**src/rtl/btn_conditioner.sv**
```systemverilog
// Per-button conditioner: 2-FF synchroniser, debounce, press/release pulses.
// Optional auto-repeat of press pulses while held, enabled by BTN_AUTOREPEAT_EN.
module btn_conditioner #(
  parameter int N_BTN           = 5,
  parameter int DEBOUNCE_CYCLES = 500000,
  parameter int HOLD_CYCLES     = 50000000,
  parameter int REPEAT_CYCLES   = 10000000
) (
  input  logic             CLK,
  input  logic             RST,
  input  logic [N_BTN-1:0] btn_raw,
  output logic [N_BTN-1:0] btn_level,
  output logic [N_BTN-1:0] btn_pulse,
  output logic [N_BTN-1:0] btn_release
);

  localparam int CW = (DEBOUNCE_CYCLES > 1) ? $clog2(DEBOUNCE_CYCLES + 1) : 1;
  localparam logic [CW-1:0] CNT_LAST = CW'(DEBOUNCE_CYCLES - 1);

  logic [N_BTN-1:0] syncS1;
  logic [N_BTN-1:0] syncS2;

  always_ff @(posedge CLK) begin
    if (RST) begin
      syncS1 <= '0;
      syncS2 <= '0;
    end else begin
      syncS1 <= btn_raw;
      syncS2 <= syncS1;
    end
  end

`ifdef BTN_AUTOREPEAT_EN
  localparam int HMAX = (HOLD_CYCLES > REPEAT_CYCLES) ? HOLD_CYCLES : REPEAT_CYCLES;
  localparam int HW = (HMAX > 1) ? $clog2(HMAX + 1) : 1;
  localparam logic [HW-1:0] HOLD_LAST   = HW'(HOLD_CYCLES - 1);
  localparam logic [HW-1:0] REPEAT_LAST = HW'(REPEAT_CYCLES - 1);
`else
  // The repeat timing parameters have no effect in this build.
  if (HOLD_CYCLES < 1 || REPEAT_CYCLES < 1) begin : gRepeatParamsIgnored
  end
`endif

  genvar gi;
  generate
    for (gi = 0; gi < N_BTN; gi++) begin : gBit
      logic          levelBit;
      logic          pulseBit;
      logic          releaseBit;
      logic [CW-1:0] cnt;
      logic          accept;

      assign accept = (syncS2[gi] != levelBit) && (cnt == CNT_LAST);

`ifdef BTN_AUTOREPEAT_EN
      logic [HW-1:0] holdCnt;
      logic          repeating;
`endif

      always_ff @(posedge CLK) begin
        if (RST) begin
          levelBit   <= 1'b0;
          pulseBit   <= 1'b0;
          releaseBit <= 1'b0;
          cnt        <= '0;
`ifdef BTN_AUTOREPEAT_EN
          holdCnt    <= '0;
          repeating  <= 1'b0;
`endif
        end else begin
          pulseBit   <= 1'b0;
          releaseBit <= 1'b0;
          if (syncS2[gi] == levelBit) begin
            cnt <= '0;
          end else if (accept) begin
            levelBit   <= syncS2[gi];
            cnt        <= '0;
            pulseBit   <= syncS2[gi];
            releaseBit <= ~syncS2[gi];
          end else begin
            cnt <= cnt + CW'(1);
          end
`ifdef BTN_AUTOREPEAT_EN
          // holdCnt counts cycles since the last press or repeat pulse.
          if (accept || !levelBit) begin
            holdCnt   <= '0;
            repeating <= 1'b0;
          end else if (holdCnt == (repeating ? REPEAT_LAST : HOLD_LAST)) begin
            pulseBit  <= 1'b1;
            holdCnt   <= '0;
            repeating <= 1'b1;
          end else begin
            holdCnt <= holdCnt + HW'(1);
          end
`endif
        end
      end

      assign btn_level[gi]   = levelBit;
      assign btn_pulse[gi]   = pulseBit;
      assign btn_release[gi] = releaseBit;
    end
  endgenerate

endmodule

```
**config.mk**
```make
export PLATFORM = sky130hd
export DESIGN_NAME = btn_conditioner
export DESIGN_NICKNAME = d
export VERILOG_FILES = /design/src/rtl/btn_conditioner.sv
export SDC_FILE = /design/constraint.sdc
export NUM_CORES = 1
export LEC_CHECK = 0
export ABC_AREA = 1
export CORE_UTILIZATION = 30
export CTS_BUF_LIST = sky130_fd_sc_hd__clkbuf_8
export DETAILED_ROUTE_END_ITERATION = 16
export PLACE_DENSITY = 0.47
export SYNTH_ARGS = -nofsm -noshare
export SYNTH_HDL_FRONTEND = slang
export SYNTH_SLANG_ARGS = --single-unit
```
**constraint.sdc**
```tcl
create_clock -name CLK -period 2 [get_ports CLK]
set_input_delay 0.4 -clock CLK [delete_from_list [all_inputs] [get_ports CLK]]
set_output_delay 0.4 -clock CLK [all_outputs]
set_load 0.01 [all_outputs]
```
### After elaboration in Yosys (flattened, before gate mapping)

Index checks and enable logic that the tools add are counted.

| storage, ports and cells | value |
|---|---|
| register bits | 120 |
| latch bits | 0 |
| bits in writable memories | 0 |
| bits in read-only memories | 0 |
| memories | 0 |

| operators by class | value |
|---|---|
| add/subtract/negate cells | 5 |
| multiply operators | 0 |
| divide/modulo/power cells | 0 |
| $lt $le $gt $ge | 0 |
| equality and inequality tests | 15 |
| shifts and indexed selects | 0 |
| muxes and demuxes | 0 |
| bitwise gates (word level) | 15 |
| reduce and logical (&&, ||, !) cells | 20 |

Operators with widths:

| operator | count |
|---|---|
| $add A19 B1 Y19 const B | 5 |
| $eq A19 B19 Y1 const B | 5 |
| $reduce_or A3 Y1 | 10 |
| $not A1 Y1 | 15 |
| $reduce_and A2 Y1 | 5 |
| $eq A1 B1 Y1 | 5 |
| $logic_and A1 B1 Y1 | 5 |
| $ne A1 B1 Y1 | 5 |

### Depth between registers and ports, before layout

Gate-level depths: netlist (run 1).

| depth | value |
|---|---|
| word-level depth | 4 |
| gate-level depth with buffers | 9 |

### Least setup slack after synthesis (run 1)

No wires, ideal clock.

| timing | value |
|---|---|
| kind | reg2reg |
| start point | register gBit[4].cnt[0] |
| end point | register gBit[4].cnt[2] |
| setup time | 0.116 ns |
| data arrival time | 1.294 ns |
| path slack | 0.590 ns |
| cell stages (with the launch flop) | 8 |
| path buffers | 1 |
| period minus slack after synthesis | 1.410 ns |
| path through | dfxtp_1 > ha_1 > nand3_2 > nor2_1 > nand3_1 > nand3_2 > buf_6 > nor2_1 |

| between the ends | value |
|---|---|
| cells in the longest elaborated chain, start to end | 3 |
| elaborated cells on any way between the ends | 4 |
| classes of those cells | add/sub (1); eq/ne (1); reduce/logical (2) |

Ends and longest elaborated chain:

| what | RTL line | RTL |
|---|---|---|
| start: declaration | 50 | `logic [CW-1:0] cnt;` |
| start signal: assignment | 81 | `cnt <= cnt + CW'(1);` |
| branches (longest 3 deep; another with $add A19 B1 Y19) | n/a |  |

Several ways; the timed one is not identified.
A chain may end at the register's enable or synchronous reset.

### Final worst setup path (run 1)

| timing | value |
|---|---|
| start point | register gBit[3].levelBit |
| end point | output port btn_level[3] |

RTL lines:

| what | RTL line | RTL |
|---|---|---|
| start: declaration | 47 | `logic levelBit;` |
| start signal: assignment | 76 | `levelBit <= syncS2[gi];` |
| end: declaration | 12 | `output logic [N_BTN-1:0] btn_level,` |

No word-level cell between the ends.

==> results of run 1 <==
[worst max-delay path by stage]
| stage | startpoint | cells past startpoint | to | slack, ns |
|---|---|---|---|---|
| floorplan | gBit[4].cnt[0] | 7 | gBit[4].cnt[2] | 0.59 |
| global placement | RST | 5 | gBit[4].cnt[17] | 0.21 |
| detailed placement | RST | 5 | gBit[4].cnt[12] | 0.16 |
| CTS | gBit[3].levelBit | 1 | btn_level[3] | 0.13 |
| global route | gBit[3].levelBit | 1 | btn_level[3] | 0.11 |
| finish | gBit[3].levelBit | 1 | btn_level[3] | 0.17 |
[metal layers]
layer / vias to the layer above / global-route usage / routed length [microns]
met5: - / 0 / 0
met4: 0 / 0.04685 / 140
met3: 16 / 0.03932 / 416
met2: 46 / 0.1961 / 4944
met1: 2025 / 0.1575 / 5719
li1: 2527 / - / -
[cell type report]
type,instances,area [sq um]
clock inverters,13,88.84
clock buffers,19,261.5
flip-flops and latches,120,2402
well taps,234,292.8
multi-input cells,578,2796
fillers,2018,12290
repair buffers,24,232.7
inverters,92,345.3
[flip-flops by register name (all words and copies together), names as in the netlist]
signal / cells
gBit.cnt: 95
gBit.levelBit: 5
gBit.pulseBit: 5
gBit.releaseBit: 5
syncS1: 5
syncS2: 5
[cell usage in the layout (no fill, tap or decap), types with 2 or more instances in the layout]
| master | netlist | layout |
|---|---|---|
| nand2_2 | 2 | 2 |
| ha_1 | 5 | 5 |
| clkdlybuf4s50_1 | 0 | 21 |
| or2_0 | 6 | 6 |
| nand3_2 | 10 | 10 |
| clkbuf_8 | 0 | 19 |
| o21bai_1 | 2 | 2 |
| or2_2 | 4 | 4 |
| nand4_1 | 15 | 15 |
| xnor2_1 | 23 | 23 |
| buf_4 | 15 | 3 |
| dfxtp_1 | 120 | 120 |
| inv_1 | 91 | 94 |
| o21ai_0 | 6 | 6 |
| nand2_1 | 183 | 183 |
| nor3_1 | 5 | 5 |
| nor2_1 | 202 | 202 |
| xor2_1 | 33 | 33 |
| nand3_1 | 46 | 46 |
| nand3_4 | 2 | 2 |
| clkinv_2 | 0 | 8 |
| a21oi_1 | 20 | 20 |
| nor2_2 | 10 | 10 |
| and2_1 | 2 | 2 |
[stage by stage]
step	instance area [sq um]	power [uW]	utilization	std cells
global route	6420	4652	0.3432	1080
finish	6420	4445	0.3432	1080
global placement	6070	2535	0.3245	1048
floorplan	5722	2507	-	812
CTS	6420	4535	0.3432	1080
detailed placement	6070	2535	0.3245	1048
[power by group]
group	switching, uW	internal, uW
sequential	8.45	2400
clock	955	1010
combinational	42.9	25.1
total	1010	3440
[cell families (layout without fill, tap and decap cells)]
group | Yosys count | after routing | share of synthesized area
simple gates | 489 | 489 | 0.3667
flops | 120 | 120 | 0.4199
buf+inv | 114 | 148 | 0.09140
fa+ha+maj | 5 | 5 | 0.01093
xor+xnor | 56 | 56 | 0.08572
compound gates | 28 | 28 | 0.02537
==> reports/results.ini, run 1 <==
[run_status]
outcome = completed

[pwr]
power_density_nw_per_um2 = 692.4
leakage_uw = 0.002045
peakVddDrop_uv = 392.6

[finish]
final_nets = 845
area_delta_synth_final_pct = 12.20
n_antenna_cell = 0
layout-drive-gt1-share = 0.07329

[worst_setup_path]
end_kind = output pin
reg2reg_depth = 6
crit_fanout = 4
cp_slowest_stage_delay_ns = 0.57
critical_path.top_delay_family = buffers and inverters
critPathSlowestCell = clkdlybuf4s50_1
cp-start-kind = register
r2r-start = gBit[4].cnt[0]
worst_r2r_endpoint = gBit[4].cnt[15]
crit_buf_inv = 1
arrival_ns = 1.43
worstSetupPathType = register to output pin
cp_cell_sequence = clkdlybuf4s50_1
rrSetupSlack_ns = 0.35
critPathRequiredTime_ns = 1.60

[synthesis]
synthTopCellsByCount = nor2_1, nand2_1, dfxtp_1, inv_1, nand3_1
synth_top_area_share = 0.4199
seq_area_frac_synth = 0.4199
synth_area_leader_cell = dfxtp_1
syn-cell-area_sq_um = 5722
postSynthRegisterBits = 120
ys.flop_type = dfxtp_1
synth_most_common_cell = nor2_1
syn_avg_cell_area_sq_um = 7.046
async_flop_share = 0
syn_inst = 812
ys_top_cells_by_area = dfxtp_1, nor2_1, nand2_1, inv_1, xor2_1
yosysWarnings = 0
synth_edf_count = 0
syn_nets = 824
ys_types = 27

[detailed_routing]
antenna_left = 0
drc = 0
drt-vias-per-instance = 4.272
drt_iter0_drc = 184
drt-total-wl_mm = 11.22
dr_total_vias = 4614
wl_per_cell_microns = 10.39
first_pass_iters = 4

[cts]
cts_buffer_depth = 2
postCtsSetupBuffers = 0
cts.reportedPaths.clkPinSlew_ns = 0.07
root_buffer = clkbuf_8
numCtsBuffers = 17
cts.sinks = 120
ctsHoldBuffers = 0
cts-resized-gates = 0
htreeDepth = 4
cts_tree = built
clock_latency_ns = 0.44

[global_routing]
grt_pass1_wl_mm = 19.33
grt_use_total = 0.1241
grt_max_degree = 20
grt_pass1_vias = 4175
grt.overflow.total = 0
antenna_found_initial = 0

[timing]
timing.final.crit_share = 0.9131
fin_crit_ns = 1.826
setup_viol = 0
fmax_mhz = 547.6
worst_slack_ns = 0.1739
hold_viol_final = 0
rsz0062_at_grt = false
holdWs_ns = 0.4023
relSlewSlack = 0.7158
worst_pin_slew_ns = 0.4258
drv_slew = 0
skew_ns = 0.01004
tns_ns = 0

[die]
die_width_microns = 140.1
rows = 50
core_area_sq_um = 18710
initial_utilization = 0.3059
ios = 22
dieArea_sq_um = 19630
die_h_microns = 140.1

[flow_run]
cap_violations = 0

[placed_design]
globalplace.congestion = 0.7434
pre_cts_ws_ns = 0.1632
portBuffers = 21
dpl.hpwl_mm = 8.132

[hold_path]
hp-class = register to register
min_path_cells = 2
hold-path-endpoint = syncS2[0]
hp-start = syncS1[0]

No activity file was read; power rests on OpenSTA's default activity.
==> inputs of run 2 (changes only) <==
--- a/config.mk
+++ b/config.mk
@@ -6,10 +6,12 @@
 export NUM_CORES = 1
 export LEC_CHECK = 0
 export ABC_AREA = 1
+export CELL_PAD_IN_SITES_DETAIL_PLACEMENT = 1
+export CELL_PAD_IN_SITES_GLOBAL_PLACEMENT = 1
 export CORE_UTILIZATION = 30
 export CTS_BUF_LIST = sky130_fd_sc_hd__clkbuf_8
 export DETAILED_ROUTE_END_ITERATION = 16
-export PLACE_DENSITY = 0.47
+export PLACE_DENSITY = 0.59
 export SYNTH_ARGS = -nofsm -noshare
 export SYNTH_HDL_FRONTEND = slang
 export SYNTH_SLANG_ARGS = --single-unit
==> run 2 against run 1 <==
Wire length grew 16%. Via count grew 5.1%. Clock-buffer cell count grew 2. Clock power is essentially flat. Die area is the same. Largest power group unchanged.
==> reports/results.ini, run 2 (synthesis results as in run 1) <==
[worst_setup_path]
rrSetupSlack_ns = 0.31
worstSetupPathType = register to output pin
end_kind = output pin
cp_cell_sequence = clkdlybuf4s50_1
crit_buf_inv = 1
crit_fanout = 4
arrival_ns = 1.44
cp_slowest_stage_delay_ns = 0.58
critPathSlowestCell = clkdlybuf4s50_1
critPathRequiredTime_ns = 1.60
critical_path.top_delay_family = buffers and inverters
cp-start-kind = register

[global_routing]
antenna_found_initial = 0
grt_use_total = 0.1444
grt_max_degree = 20
grt.overflow.total = 0
grt_pass1_vias = 5016
grt_pass1_wl_mm = 22.58

[timing]
worst_slack_ns = 0.1636
setup_viol = 0
timing.final.crit_share = 0.9182
worst_pin_slew_ns = 0.4333
rsz0062_at_grt = false
skew_ns = 0.01020
fmax_mhz = 544.5
hold_viol_final = 0
drv_slew = 0
relSlewSlack = 0.7108
tns_ns = 0
fin_crit_ns = 1.836

[die]
die_h_microns = 140.1
ios = 22
dieArea_sq_um = 19630
die_width_microns = 140.1
rows = 50
initial_utilization = 0.3059
core_area_sq_um = 18710

[placed_design]
place_area_sq_um = 6055
pre_cts_ws_ns = -0.02447
portBuffers = 21
dpl.hpwl_mm = 9.810
globalplace.congestion = 0.7798

[cts]
ctsHoldBuffers = 0
cts_tree = built
cts.reportedPaths.clkPinSlew_ns = 0.07
htreeDepth = 4
postCtsSetupBuffers = 0
clock_latency_ns = 0.44
cts_buffer_depth = 2
numCtsBuffers = 17
cts-resized-gates = 0
root_buffer = clkbuf_8
cts.sinks = 120

[detailed_routing]
first_pass_iters = 5
wl_per_cell_microns = 12.06
drt-total-wl_mm = 12.98
dr_total_vias = 4849
drt_iter0_drc = 121
antenna_left = 0
drc = 0
drt-vias-per-instance = 4.507

[finish]
design_area_sq_um = 6406
final_nets = 843
area_delta_synth_final_pct = 11.96
layout-drive-gt1-share = 0.06532
final_common_cell = nor2_1
n_antenna_cell = 0
largest_reg_flops = 95
fill_cells = 2364
final_cell_mix = nor2_1, nand2_1, dfxtp_1
finish.utilization = 0.3425
regMostFlops = gBit.cnt

[pwr]
power_density_nw_per_um2 = 697.5
peakVddDrop_uv = 408.4
leakage_uw = 0.002042

[run_status]
outcome = completed

[flow_run]
cap_violations = 0

[hold_path]
hp-class = register to register

==> run 2: where the power goes <==
| part | internal [uW] | switching (uW) |
|---|---|---|
| clock network | 1070 | 923 |
| logic | 22.7 | 42.6 |
| registers | 2400 | 9.04 |
==> run 2: area by class of cell <==
type / count / area [sq um] / share of cell area
tap: 234 / 292.8 / 0.04570
inverter: 92 / 345.3 / 0.05391
sequential: 120 / 2402 / 0.3750
clock buffer: 21 / 289.0 / 0.04512
timing repair buffer: 22 / 217.7 / 0.03398
multi-input combinational: 578 / 2796 / 0.4365
clock inverter: 9 / 62.56 / 0.009766
==> run 2: layer usage <==
metal / up-vias / GRT usage / wire length, microns
met5: - / 0 / 0
met4: 0 / 0.05147 / 195
met3: 17 / 0.04274 / 365
met2: 41 / 0.2537 / 6382
met1: 2276 / 0.1656 / 6037
li1: 2515 / - / -
==> run 2: path summary, 6_finish.rpt <==
path	startpoint	end	cells after the start
setup reg to reg	gBit[4].cnt[0]	gBit[4].cnt[15]	6
setup / recovery	gBit[0].levelBit	btn_level[0]	1
hold reg to reg	syncS1[2]	syncS2[2]	2
hold / removal	syncS1[2]	syncS2[2]	2
==> run 2: through the flow <==
step           hold WS [ns]  std cells  total power, uW
5_1_grt              0.4242       1076             4689
6_report             0.3942       1076             4468
3_5_place_dp         0.3983       1046             2533
3_3_place_gp         0.3917       1046             2529
4_1_cts              0.3981       1076             4568
2_1_floorplan        0.3883        812             2507
==> inputs of run 3 (changes only) <==
--- a/config.mk
+++ b/config.mk
@@ -12,6 +12,8 @@
 export CTS_BUF_LIST = sky130_fd_sc_hd__clkbuf_8
 export DETAILED_ROUTE_END_ITERATION = 16
 export PLACE_DENSITY = 0.59
+export REMOVE_ABC_BUFFERS = 1
 export SYNTH_ARGS = -nofsm -noshare
 export SYNTH_HDL_FRONTEND = slang
 export SYNTH_SLANG_ARGS = --single-unit
+export TNS_END_PERCENT = 20
==> run 3 against run 2 <==
Wire length up 2.4%. Hold slack better by 0.016 ns. Non-clock buffer count unchanged. Worst setup slack worse by 0.028 ns. Flip-flop and latch count unchanged. Critical path type unchanged. Critical endpoint is now btn_level[3].
==> reports/results.ini, run 3 (synthesis results as in run 1) <==
[run_status]
outcome = completed

[placed_design]
pre_cts_ws_ns = 0.01462
portBuffers = 21
dp_cells = 1046
dpl.hpwl_mm = 10.08
globalplace.congestion = 0.7903

[worst_setup_path]
cp-start-kind = register
end_kind = output pin
rrSetupSlack_ns = 0.32
cp_slowest_stage_delay_ns = 0.58
critPathRequiredTime_ns = 1.60
worstSetupPathType = register to output pin
critical_path.top_delay_family = buffers and inverters
reg2reg_depth = 6
worst-path-stages = 1
crit_start = gBit[3].levelBit
r2r-start = gBit[4].cnt[0]
worst_r2r_endpoint = gBit[4].cnt[15]
arrival_ns = 1.46
cp_cell_sequence = clkdlybuf4s50_1
critPathSlowestCell = clkdlybuf4s50_1
crit_buf_inv = 1
crit_fanout = 4

[global_routing]
grt_max_degree = 20
grt_pass1_wl_mm = 23.07
grt.overflow.total = 0
grt_pass1_vias = 5068
met3_usage = 0.04068
top_usage_layer = met2
grt_util_met1 = 0.1772
antenna_found_initial = 0
use_met2 = 0.2503
grt_use_total = 0.1477

[hold_path]
hp-class = register to register
hold-path-endpoint = syncS2[1]
hp-start = syncS1[1]
min_path_cells = 2

[detailed_routing]
dr_total_vias = 4809
drc = 0
antenna_left = 0
wl_per_cell_microns = 12.33
drt_iter0_drc = 212
first_pass_iters = 4
drt-total-wl_mm = 13.29
drt-vias-per-instance = 4.461

[timing]
worst_slack_ns = 0.1353
fin_crit_ns = 1.865
holdWs_ns = 0.4097
timing.final.crit_share = 0.9324
drv_slew = 0
fmax_mhz = 536.3
rsz0062_at_grt = false
tns_ns = 0
skew_ns = 0.01030
hold_viol_final = 0
setup_viol = 0
relSlewSlack = 0.7194
worst_pin_slew_ns = 0.4203

[flow_run]
cap_violations = 0

[cts]
cts_tree = built
cts_buffer_depth = 2
ctsHoldBuffers = 0
root_buffer = clkbuf_8
cts.reportedPaths.clkPinSlew_ns = 0.07
postCtsSetupBuffers = 0
htreeDepth = 4
cts-resized-gates = 0
numCtsBuffers = 17
cts.sinks = 120
clock_latency_ns = 0.44

[finish]
final_cell_mix = nor2_1, nand2_1, dfxtp_1
regArea_sq_um = 2402
multi_input_area_sq_um = 2796
layout.cells.non_filler = 1078
finish.utilization = 0.3454
largest_reg_flops = 95
area_delta_synth_final_pct = 12.90
regMostFlops = gBit.cnt
fill_cells = 2360
layout-drive-gt1-share = 0.07346
n_antenna_cell = 0
final_nets = 843
final_common_cell = nor2_1

[die]
ios = 22
dieArea_sq_um = 19630
die_width_microns = 140.1
die_h_microns = 140.1
core_area_sq_um = 18710
rows = 50
initial_utilization = 0.3059

[pwr]
leakage_uw = 0.002039
power_density_nw_per_um2 = 731.1
peakVddDrop_uv = 388.4

## run 3: per-stage QoR
step / power, uW / instance area [sq um]
after floorplan: 2498 / 5544
after global placement: 2529 / 6055
after detailed placement: 2531 / 6055
after CTS: 4830 / 6460
after global routing: 4941 / 6460
final: 4723 / 6460
## run 3: per-layer routing
metal,part of all wire,vias up
met2,0.47,38
met4,0.015,0
met3,0.027,12
met1,0.49,2240
li1,-,2519
met5,0,-
## run 3: power breakdown
group          switching (uW)  total, uW  internal (uW)  leakage [uW]
combinational            41.4       64.0           22.6      0.000869
sequential               8.80       2410           2400      0.000969
clock                    1000       2250           1250      0.000201
total                    1050       4720           3670       0.00204
## run 3: how the worst max path moves through the flow
stage | slack (ns) | to
floorplan | 0.62 | gBit[2].cnt[14]
global placement | 0.06 | gBit[2].cnt[10]
detailed placement | 0.01 | gBit[4].cnt[13]
CTS | 0.08 | btn_level[3]
global route | 0.07 | btn_level[4]
finish | 0.14 | btn_level[3]
## run 3: final cells by class
type                    instances  share of cell area
clock inverters                14             0.02440
inverters                      92             0.05346
flip-flops and latches        120              0.3719
multi-input cells             578              0.4329
well taps                     234             0.04532
clock buffers                  18             0.03835
repair buffers                 22             0.03370
